===== config.mk =====
export PLATFORM = sky130hd
export DESIGN_NAME = btn_debounce
export DESIGN_NICKNAME = d
export VERILOG_FILES = /design/src/rtl/btn_debounce_pkg.sv /design/src/rtl/btn_debounce_cell.sv /design/src/rtl/btn_debounce.sv
export SDC_FILE = /design/constraint.sdc
export NUM_CORES = 1
export LEC_CHECK = 0
export CAP_MARGIN = 20
export CORE_MARGIN = 2
export CORE_UTILIZATION = 50
export DETAILED_ROUTE_END_ITERATION = 7
export GPL_TIMING_DRIVEN = 0
export PLACE_DENSITY = 0.69
export SETUP_SLACK_MARGIN = 0.02
export SYNTH_ARGS = -nofsm -noshare
export SYNTH_HDL_FRONTEND = slang
export SYNTH_SLANG_ARGS = --single-unit

===== constraint.sdc =====
create_clock -name clk -period 2 [get_ports clk]
set_input_delay 0.5 -clock clk [delete_from_list [all_inputs] [get_ports clk]]
set_output_delay 0.5 -clock clk [all_outputs]
set_load 0.01 [all_outputs]

===== src/rtl/btn_debounce_pkg.sv =====
// Shared definitions for the push-button debouncer: channel FSM encoding and button bit indices.
// Optional auto-repeat is enabled with `define BTN_DEBOUNCE_AUTO_REPEAT_EN.
package btn_debounce_pkg;

  typedef enum logic [1:0] {
    ST_IDLE      = 2'd0,
    ST_PRESS_CHK = 2'd1,
    ST_PRESSED   = 2'd2,
    ST_REL_CHK   = 2'd3
  } btn_state_e;

  // Bit positions inside the {btnd, btnr, btnu, btnl, btnc} bus.
  localparam int BTN_C = 0;
  localparam int BTN_L = 1;
  localparam int BTN_U = 2;
  localparam int BTN_R = 3;
  localparam int BTN_D = 4;

endpackage


===== src/rtl/btn_debounce_cell.sv =====
// One debounce channel: 2-flop synchronizer, qualify FSM with stability counter, press pulse.
// With `define BTN_DEBOUNCE_AUTO_REPEAT_EN a held button also emits periodic repeat pulses.
module btn_debounce_cell
  import btn_debounce_pkg::*;
#(
  parameter int DEBOUNCE_CYCLES = 1000000,
  parameter int CNT_W           = $clog2(DEBOUNCE_CYCLES)
`ifdef BTN_DEBOUNCE_AUTO_REPEAT_EN
  ,
  parameter int REPEAT_DELAY    = 50000000,
  parameter int REPEAT_PERIOD   = 10000000
`endif
) (
  input  logic clk,
  input  logic rst,
  input  logic btn_i,
  output logic level_o,
  output logic pulse_o
);

  localparam logic [CNT_W-1:0] CNT_LAST = CNT_W'(DEBOUNCE_CYCLES - 1);

  logic             sync_ff1_q;
  logic             sync_q;
  btn_state_e       state_q;
  logic [CNT_W-1:0] cnt_q;
  logic             level_q;
  logic             pulse_q;

`ifdef BTN_DEBOUNCE_AUTO_REPEAT_EN
  localparam int RPT_MAX = (REPEAT_DELAY > REPEAT_PERIOD) ? REPEAT_DELAY : REPEAT_PERIOD;
  localparam int RPT_W   = $clog2(RPT_MAX + 1);

  logic [RPT_W-1:0] rpt_q;
  logic             rpt_arm_q;  // 0: waiting for first repeat, 1: periodic phase
`endif

  always_ff @(posedge clk) begin
    if (rst) begin
      sync_ff1_q <= 1'b0;
      sync_q     <= 1'b0;
      state_q    <= ST_IDLE;
      cnt_q      <= '0;
      level_q    <= 1'b0;
      pulse_q    <= 1'b0;
`ifdef BTN_DEBOUNCE_AUTO_REPEAT_EN
      rpt_q      <= '0;
      rpt_arm_q  <= 1'b0;
`endif
    end else begin
      sync_ff1_q <= btn_i;
      sync_q     <= sync_ff1_q;
      pulse_q    <= 1'b0;
`ifdef BTN_DEBOUNCE_AUTO_REPEAT_EN
      // Repeat state only survives while sitting in PRESSED with the button held.
      rpt_q      <= '0;
      rpt_arm_q  <= 1'b0;
`endif
      case (state_q)
        ST_IDLE: begin
          if (sync_q) begin
            state_q <= ST_PRESS_CHK;
            cnt_q   <= '0;
          end
        end
        ST_PRESS_CHK: begin
          if (!sync_q) begin
            state_q <= ST_IDLE;
            cnt_q   <= '0;
          end else if (cnt_q == CNT_LAST) begin
            state_q <= ST_PRESSED;
            cnt_q   <= '0;
            level_q <= 1'b1;
            pulse_q <= 1'b1;
          end else begin
            cnt_q <= cnt_q + CNT_W'(1);
          end
        end
        ST_PRESSED: begin
          if (!sync_q) begin
            state_q <= ST_REL_CHK;
            cnt_q   <= '0;
          end else begin
`ifdef BTN_DEBOUNCE_AUTO_REPEAT_EN
            if (rpt_q == (rpt_arm_q ? RPT_W'(REPEAT_PERIOD - 1) : RPT_W'(REPEAT_DELAY))) begin
              pulse_q   <= 1'b1;
              rpt_q     <= '0;
              rpt_arm_q <= 1'b1;
            end else begin
              rpt_q     <= rpt_q + RPT_W'(1);
              rpt_arm_q <= rpt_arm_q;
            end
`endif
          end
        end
        ST_REL_CHK: begin
          if (sync_q) begin
            state_q <= ST_PRESSED;
            cnt_q   <= '0;
          end else if (cnt_q == CNT_LAST) begin
            state_q <= ST_IDLE;
            cnt_q   <= '0;
            level_q <= 1'b0;
          end else begin
            cnt_q <= cnt_q + CNT_W'(1);
          end
        end
        default: begin
          state_q <= ST_IDLE;
          cnt_q   <= '0;
        end
      endcase
    end
  end

  assign level_o = level_q;
  assign pulse_o = pulse_q;

endmodule


===== src/rtl/btn_debounce.sv =====
// Debounces N_BTN asynchronous push-buttons into clean levels and single-cycle press pulses.
// Optional auto-repeat on held buttons via `define BTN_DEBOUNCE_AUTO_REPEAT_EN.
module btn_debounce
  import btn_debounce_pkg::*;
#(
  parameter int N_BTN           = 5,
  parameter int DEBOUNCE_CYCLES = 1000000,
  parameter int CNT_W           = $clog2(DEBOUNCE_CYCLES),
  parameter int REPEAT_DELAY    = 50000000,
  parameter int REPEAT_PERIOD   = 10000000
) (
  input  logic             clk,
  input  logic             rst,
  input  logic [N_BTN-1:0] btn_in,
  output logic [N_BTN-1:0] btn_level,
  output logic [N_BTN-1:0] btn_pulse
);

  if (DEBOUNCE_CYCLES < 2 || REPEAT_DELAY < 1 || REPEAT_PERIOD < 1) begin : g_bad_cfg
    $error("btn_debounce: DEBOUNCE_CYCLES must be >= 2 and repeat timings >= 1");
  end

  // Channels are fully independent; simultaneous pulses are passed through unarbitrated.
  for (genvar i = 0; i < N_BTN; i++) begin : g_chan
    btn_debounce_cell #(
      .DEBOUNCE_CYCLES (DEBOUNCE_CYCLES),
      .CNT_W           (CNT_W)
`ifdef BTN_DEBOUNCE_AUTO_REPEAT_EN
      ,
      .REPEAT_DELAY    (REPEAT_DELAY),
      .REPEAT_PERIOD   (REPEAT_PERIOD)
`endif
    ) u_cell (
      .clk     (clk),
      .rst     (rst),
      .btn_i   (btn_in[i]),
      .level_o (btn_level[i]),
      .pulse_o (btn_pulse[i])
    );
  end

endmodule


Yosys cells after proc, flatten, opt, wreduce, memory -nomap -nowiden
Index checks and enable logic that the tools add are counted.
{ "totals": {"regBits": 130, "input_bits": 7, "output_inout_bits": 10, "elab_cells": 230} }
{ "op_classes": {"n_addsub": 5, "n_eq_ne": 60, "mux": 95, "bitwise_logic": 10, "reduce_logical": 30} }
{ "ops": {"columns": ["op", "n"], "rows": [
  ["$mux W20", 25],
  ["$pmux W20 S4", 5],
  ["$add A20 B1 Y20 const B", 5],
  ["$eq A20 B20 Y1 const B", 5],
  ["$mux W2", 30],
  ["$ne A2 B1 Y1 const B", 20],
  ["$pmux W2 S4", 5],
  ["$mux W1", 25],
  ["$reduce_and A5 Y1", 5],
  ["$eq A2 B2 Y1 const B", 10],
  ["$ne A2 B2 Y1 const B", 10],
  ["$reduce_and A4 Y1", 5],
  ["$ne A3 B1 Y1 const B", 5],
  ["$ne A3 B3 Y1 const B", 5],
  ["$reduce_or A3 Y1", 5],
  ["$eq A2 B1 Y1 const B", 5],
  ["$logic_not A2 Y1", 5],
  ["$not A1 Y1", 10],
  ["$pmux W1 S2", 5],
  ["$reduce_and A2 Y1", 5],
  ["$reduce_bool A2 Y1", 5]
]} }

Logic depth before layout (Yosys ltp)
{ "depth": {"word_depth": 4, "mapped_depth": 8, "depth_no_buf": 6} }

Cells and area by module
From an unflattened synthesis, not the netlist that was laid out.
{ "unflattened": {"hier_cells": 775, "hier_area_um2": 6571.3} }
{ "by_module_without_submodules": {"columns": ["mod", "n_inst", "cells_per_inst", "area_each_um2", "seq_area_each_um2"], "rows": [
  ["btn_debounce_cell (g_chan[0].u_cell ...)", 4, 154, 1315.0, 520.5],
  ["btn_debounce_cell (g_chan[4].u_cell)", 1, 159, 1311.3, 520.5]
]} }

Worst setup path before layout
Ideal clock, no wire load.
{ "synth_timing": {"kind": "flip-flop to flip-flop", "startpoint": "register g_chan[0].u_cell.cnt_q[0]", "endpoint": "register g_chan[0].u_cell.cnt_q[12]", "setup_time_ps": 74, "arrival_time_ps": 1897, "required_ps": 1926, "setup_slack_ps": 29, "path_stages_with_launch": 9, "path_buffers": 2, "synth_period_minus_slack_ps": 1971, "cell_sequence": "dfxtp_1 -> ha_1 -> and3_1 -> and3_1 -> clkbuf_1 -> a211oi_2 -> buf_2 -> a31oi_1 -> a31oi_1"} }
{ "synth_between": {"elab_chain_cells": 4, "word_cells_on_any_way": 6, "cone_classes": "add/sub (1); eq/ne (1); mux (4)"} }
{ "synth_lines": {"columns": ["item", "line", "rtl"], "rows": [
  ["start: declaration", "btn_debounce_cell.sv:26", "logic [CNT_W-1:0] cnt_q;"],
  ["start signal: assignment", "btn_debounce_cell.sv:76", "cnt_q <= cnt_q + CNT_W'(1);"],
  ["start signal: assignment", "btn_debounce_cell.sv:105", "cnt_q <= cnt_q + CNT_W'(1);"],
  ["$add A20 B1 Y20 or $eq A20 B20 Y1 (tied branches)", null, null],
  ["$mux W20 *", "btn_debounce_cell.sv:70, btn_debounce_cell.sv:100", null],
  ["$mux W20, on equally long branches", "btn_debounce_cell.sv:97, btn_debounce_cell.sv:67", null],
  ["$pmux W20 S4 *", "btn_debounce_cell.sv:59", "case (state_q)"]
]} }
Mark *: on every way between the ends. The rest lies on a longest branch, timed or not.
A chain may end at the register's enable or synchronous reset.

Worst setup path after layout
{ "layout_timing": {"startpoint": "register g_chan[4].u_cell.cnt_q[13]", "endpoint": "register g_chan[4].u_cell.cnt_q[9]"} }
{ "layout_between": {"elab_chain_cells": 4, "word_cells_on_any_way": 5, "cone_classes": "eq/ne (1); mux (4)"} }
{ "layout_lines": {"columns": ["item", "line"], "rows": [
  ["start: declaration", "btn_debounce_cell.sv:26"],
  ["start signal: assignment", "btn_debounce_cell.sv:76"],
  ["start signal: assignment", "btn_debounce_cell.sv:105"],
  ["$eq A20 B20 Y1 *", "btn_debounce_cell.sv:70, btn_debounce_cell.sv:100"],
  ["$mux W20 *", "btn_debounce_cell.sv:70, btn_debounce_cell.sv:100"],
  ["$mux W20, on equally long branches", "btn_debounce_cell.sv:97, btn_debounce_cell.sv:67"],
  ["$pmux W20 S4 *", "btn_debounce_cell.sv:59"]
]} }
Marked as above.

==> qor.yml <==
drcViolationCount: 0
report.final.slew_viol_count: 0
clk_pin_slew_ns: 0.06
skew_ns: 0.00564
cts_root_buffer: "clkbuf_16"
min_period_over_period: 1.01
dp_hpwl_mm: 10.0
drive_gt1_frac: 0.237
antenna_found_initial: 0
die_h_um: 117
synth_seq_cells: 130
critPathMaxStageDelay_ns: 0.55
holdPathStages: 1
hold_ws_ns: 0.436
critPathLaunch: "g_chan[4].u_cell.cnt_q[13]"
synth_seq_area_share: 0.405
yosys_warnings: 0
die_x_um: 117
worst_setup_path_start_kind: "flop"
initial_utilization: 0.511
hp-class: "flop to flop"
final_antenna_net_count: 0
slew_headroom: 0.576
netlist_area_um2: 6420
wl_met3_um: 613
cts_tree: "yes"
num_rows: 41
nNetsFinal: 830
globalplace.congestion: 0.831
dieArea_um2: 13800
grt_pass1_vias: 5471
pre_cts_ws_ns: -1.17
rsz0062_at_grt: "yes"
insertedDiodeCount: 0
clk_path_buf_depth: 2
path_cells: "or4b_4, nor3b_4, a21oi_2, buf_6, buf_4, a21oi_1, a21oi_1"
cts_buffers: 17
setup_viol: 1
synth_cell_type_count: 70
core_area_um2: 12600
cp.arrival_ns: 2.31
end_kind: "flop"
critPathSlowestCell: "or4b_4"
max_slew.worst_pin.slew_ns: 0.632
violations: "negative setup slack"
h-tree-depth: 4
setup.worst_path.class: "flop to flop"
first_pass_iters: 5
reg2reg_slack_ns: -0.01
setup_tns_ns: -0.0143
grt_first_pass_wirelength_mm: 25.5
dp.cells: 945
io_pins: 17
cp.required_ns: 2.30
timing_hold_violations_final: 0
syn_avg_cell_area_um2: 8.48
wl_met1_mm: 7.32
reg2reg_depth: 7
wirelength_mm: 16.3
crit-reg2reg-capture: "g_chan[4].u_cell.cnt_q[9]"
min_period_ns: 2.01
async_flop_share: 0
drv_cap: 0
area_delta_synth_final_pct: 25.9
clk_latency_ns: 0.42
max_clock_freq_mhz: 496
peakVddDrop_mv: 0.587
syn_nets: 769
layout_commonest_cell: "dfxtp_1"
clock_sinks: 130
top_layer_used: "met4"
layout_setup_ws_ns: -0.0143
wire_per_inst_um: 16.3
vias: 6026
grt_max_degree: 17
ys.flop_type: "dfxtp_1"
mostFrequentLayoutCells: "dfxtp_1 (101), nor2_1 (60), a21oi_1 (51)"
p_per_area_nw_per_um2: 743
instances_no_fill: 1003
via_per_inst: 6.01
leakagePower_nw: 2.82
synth_edf_count: 0
critPathMaxFanout: 7
critPathBufInv: 2
path_common_cell: "a21oi_1"
nFillCells: 998
status: "finished, violations left"
min_to: "g_chan[2].u_cell.sync_q"
crit_family: "simple AND/OR/NAND/NOR gates"
hp-start: "g_chan[2].u_cell.sync_ff1_q"
cts_hold_buf: 0
portBuffers: 16
met2WireLength_mm: 8.04
grt_usage: 0.223
syn_inst: 757
drt-initial-drc-count: 505
p_total_mw: 6.01
r2r-start: "g_chan[4].u_cell.cnt_q[13]"
grt_overflow: 0
synthesized netlist by cell type (6+ instances only):
cell type / instances / area, um2
a21o_1: 8 / 60.1
a21oi_1: 63 / 315
a22o_1: 13 / 114
a22oi_1: 6 / 45.0
a31oi_1: 32 / 200
and3_1: 17 / 106
and4_1: 9 / 78.8
buf_2: 6 / 30.0
buf_4: 10 / 75.1
clkbuf_1: 17 / 63.8
dfxtp_1: 130 / 2600
inv_1: 24 / 90.1
mux2i_1: 6 / 60.1
nand2_1: 51 / 191
nand2b_1: 12 / 75.1
nand3_1: 40 / 200
nand4_1: 29 / 181
nor2_1: 62 / 233
nor2b_1: 10 / 62.6
nor3_1: 24 / 120
nor4_1: 6 / 37.5
o21ai_0: 35 / 175
or3_1: 11 / 68.8
xnor2_1: 18 / 158
xor2_1: 17 / 149
cell families after synthesis:
group                      count (synthesis)  share of synthesized area
and+or+nand+nor                          325                      0.291
AOI/OAI and AO/OA                        190                      0.187
DFF                                      130                      0.405
buffers and inverters                     65                     0.0487
xor gates and xnor gates                  35                     0.0477
muxes                                      7                     0.0111
adders and majority gates                  5                    0.00974
layout make-up:
class	instances	area, um2	share of cell area
inverter	24	90.1	0.0111
timing repair buffer	49	415	0.0514
tap	172	215	0.0266
multi-input combinational	563	3870	0.479
clock buffer	17	425	0.0526
clock inverter	15	175	0.0217
buffer	33	238	0.0294
sequential	130	2650	0.328
sequential cells by signal, summed over array words and instances (netlist names), named ones only:
register / count
g_chan.u_cell.state_q: 5
g_chan.u_cell.sync_q: 5
g_chan.u_cell.level_o: 5
g_chan.u_cell.pulse_o: 5
g_chan.u_cell.cnt_q: 100
g_chan.u_cell.sync_ff1_q: 5
how the worst max path moves through the flow:
stage,end,slack [ns],depth (start not counted)
final,g_chan[4].u_cell.cnt_q[9],-0.01,7
after global routing,g_chan[4].u_cell.cnt_q[9],-0.08,9
after CTS,g_chan[4].u_cell.cnt_q[11],-0.006,7
after detailed placement,g_chan[4].u_cell.cnt_q[11],-1.17,6
after global placement,g_chan[4].u_cell.cnt_q[11],-1.08,6
after floorplan,g_chan[0].u_cell.cnt_q[12],0.03,8
repair_timing:
| action | 4_1_cts | 5_1_grt |
|---|---|---|
| endpoints found under the setup margin | 126 | 80 |
| setup buffers | 15 | 15 |
| pin swaps | 14 | 17 |
| gates resized for setup | 49 | 85 |
| endpoints found under the hold margin | 0 | 0 |
| cloned | 0 | 5 |
where the power goes:
part           switching (mW)  internal [mW]  total [mW]
clock                    1.26           1.87        3.13
sequential             0.0237           2.61        2.63
combinational           0.147          0.101       0.248
through the flow:
stage	area, um2	utilization
2_1_floorplan	6420	-
3_3_place_gp	6800	0.541
3_5_place_dp	6800	0.541
4_1_cts	7680	0.611
5_1_grt	8090	0.643
6_report	8090	0.643
worst reg2reg max path, stage by stage (launching register included):
cell and delay [ns]:
dfxtp_4 0.36, or4b_4 0.55, nor3b_4 0.27, a21oi_2 0.12
buf_6 0.16, buf_4 0.15, a21oi_1 0.19, a21oi_1 0.09
per-layer routing:
layer,up-vias,global-route usage
li1,2915,-
met1,2928,0.274
met2,152,0.373
met3,31,0.0491
met4,0,0.102
met5,-,0
No activity file was read; power rests on OpenSTA's default activity.
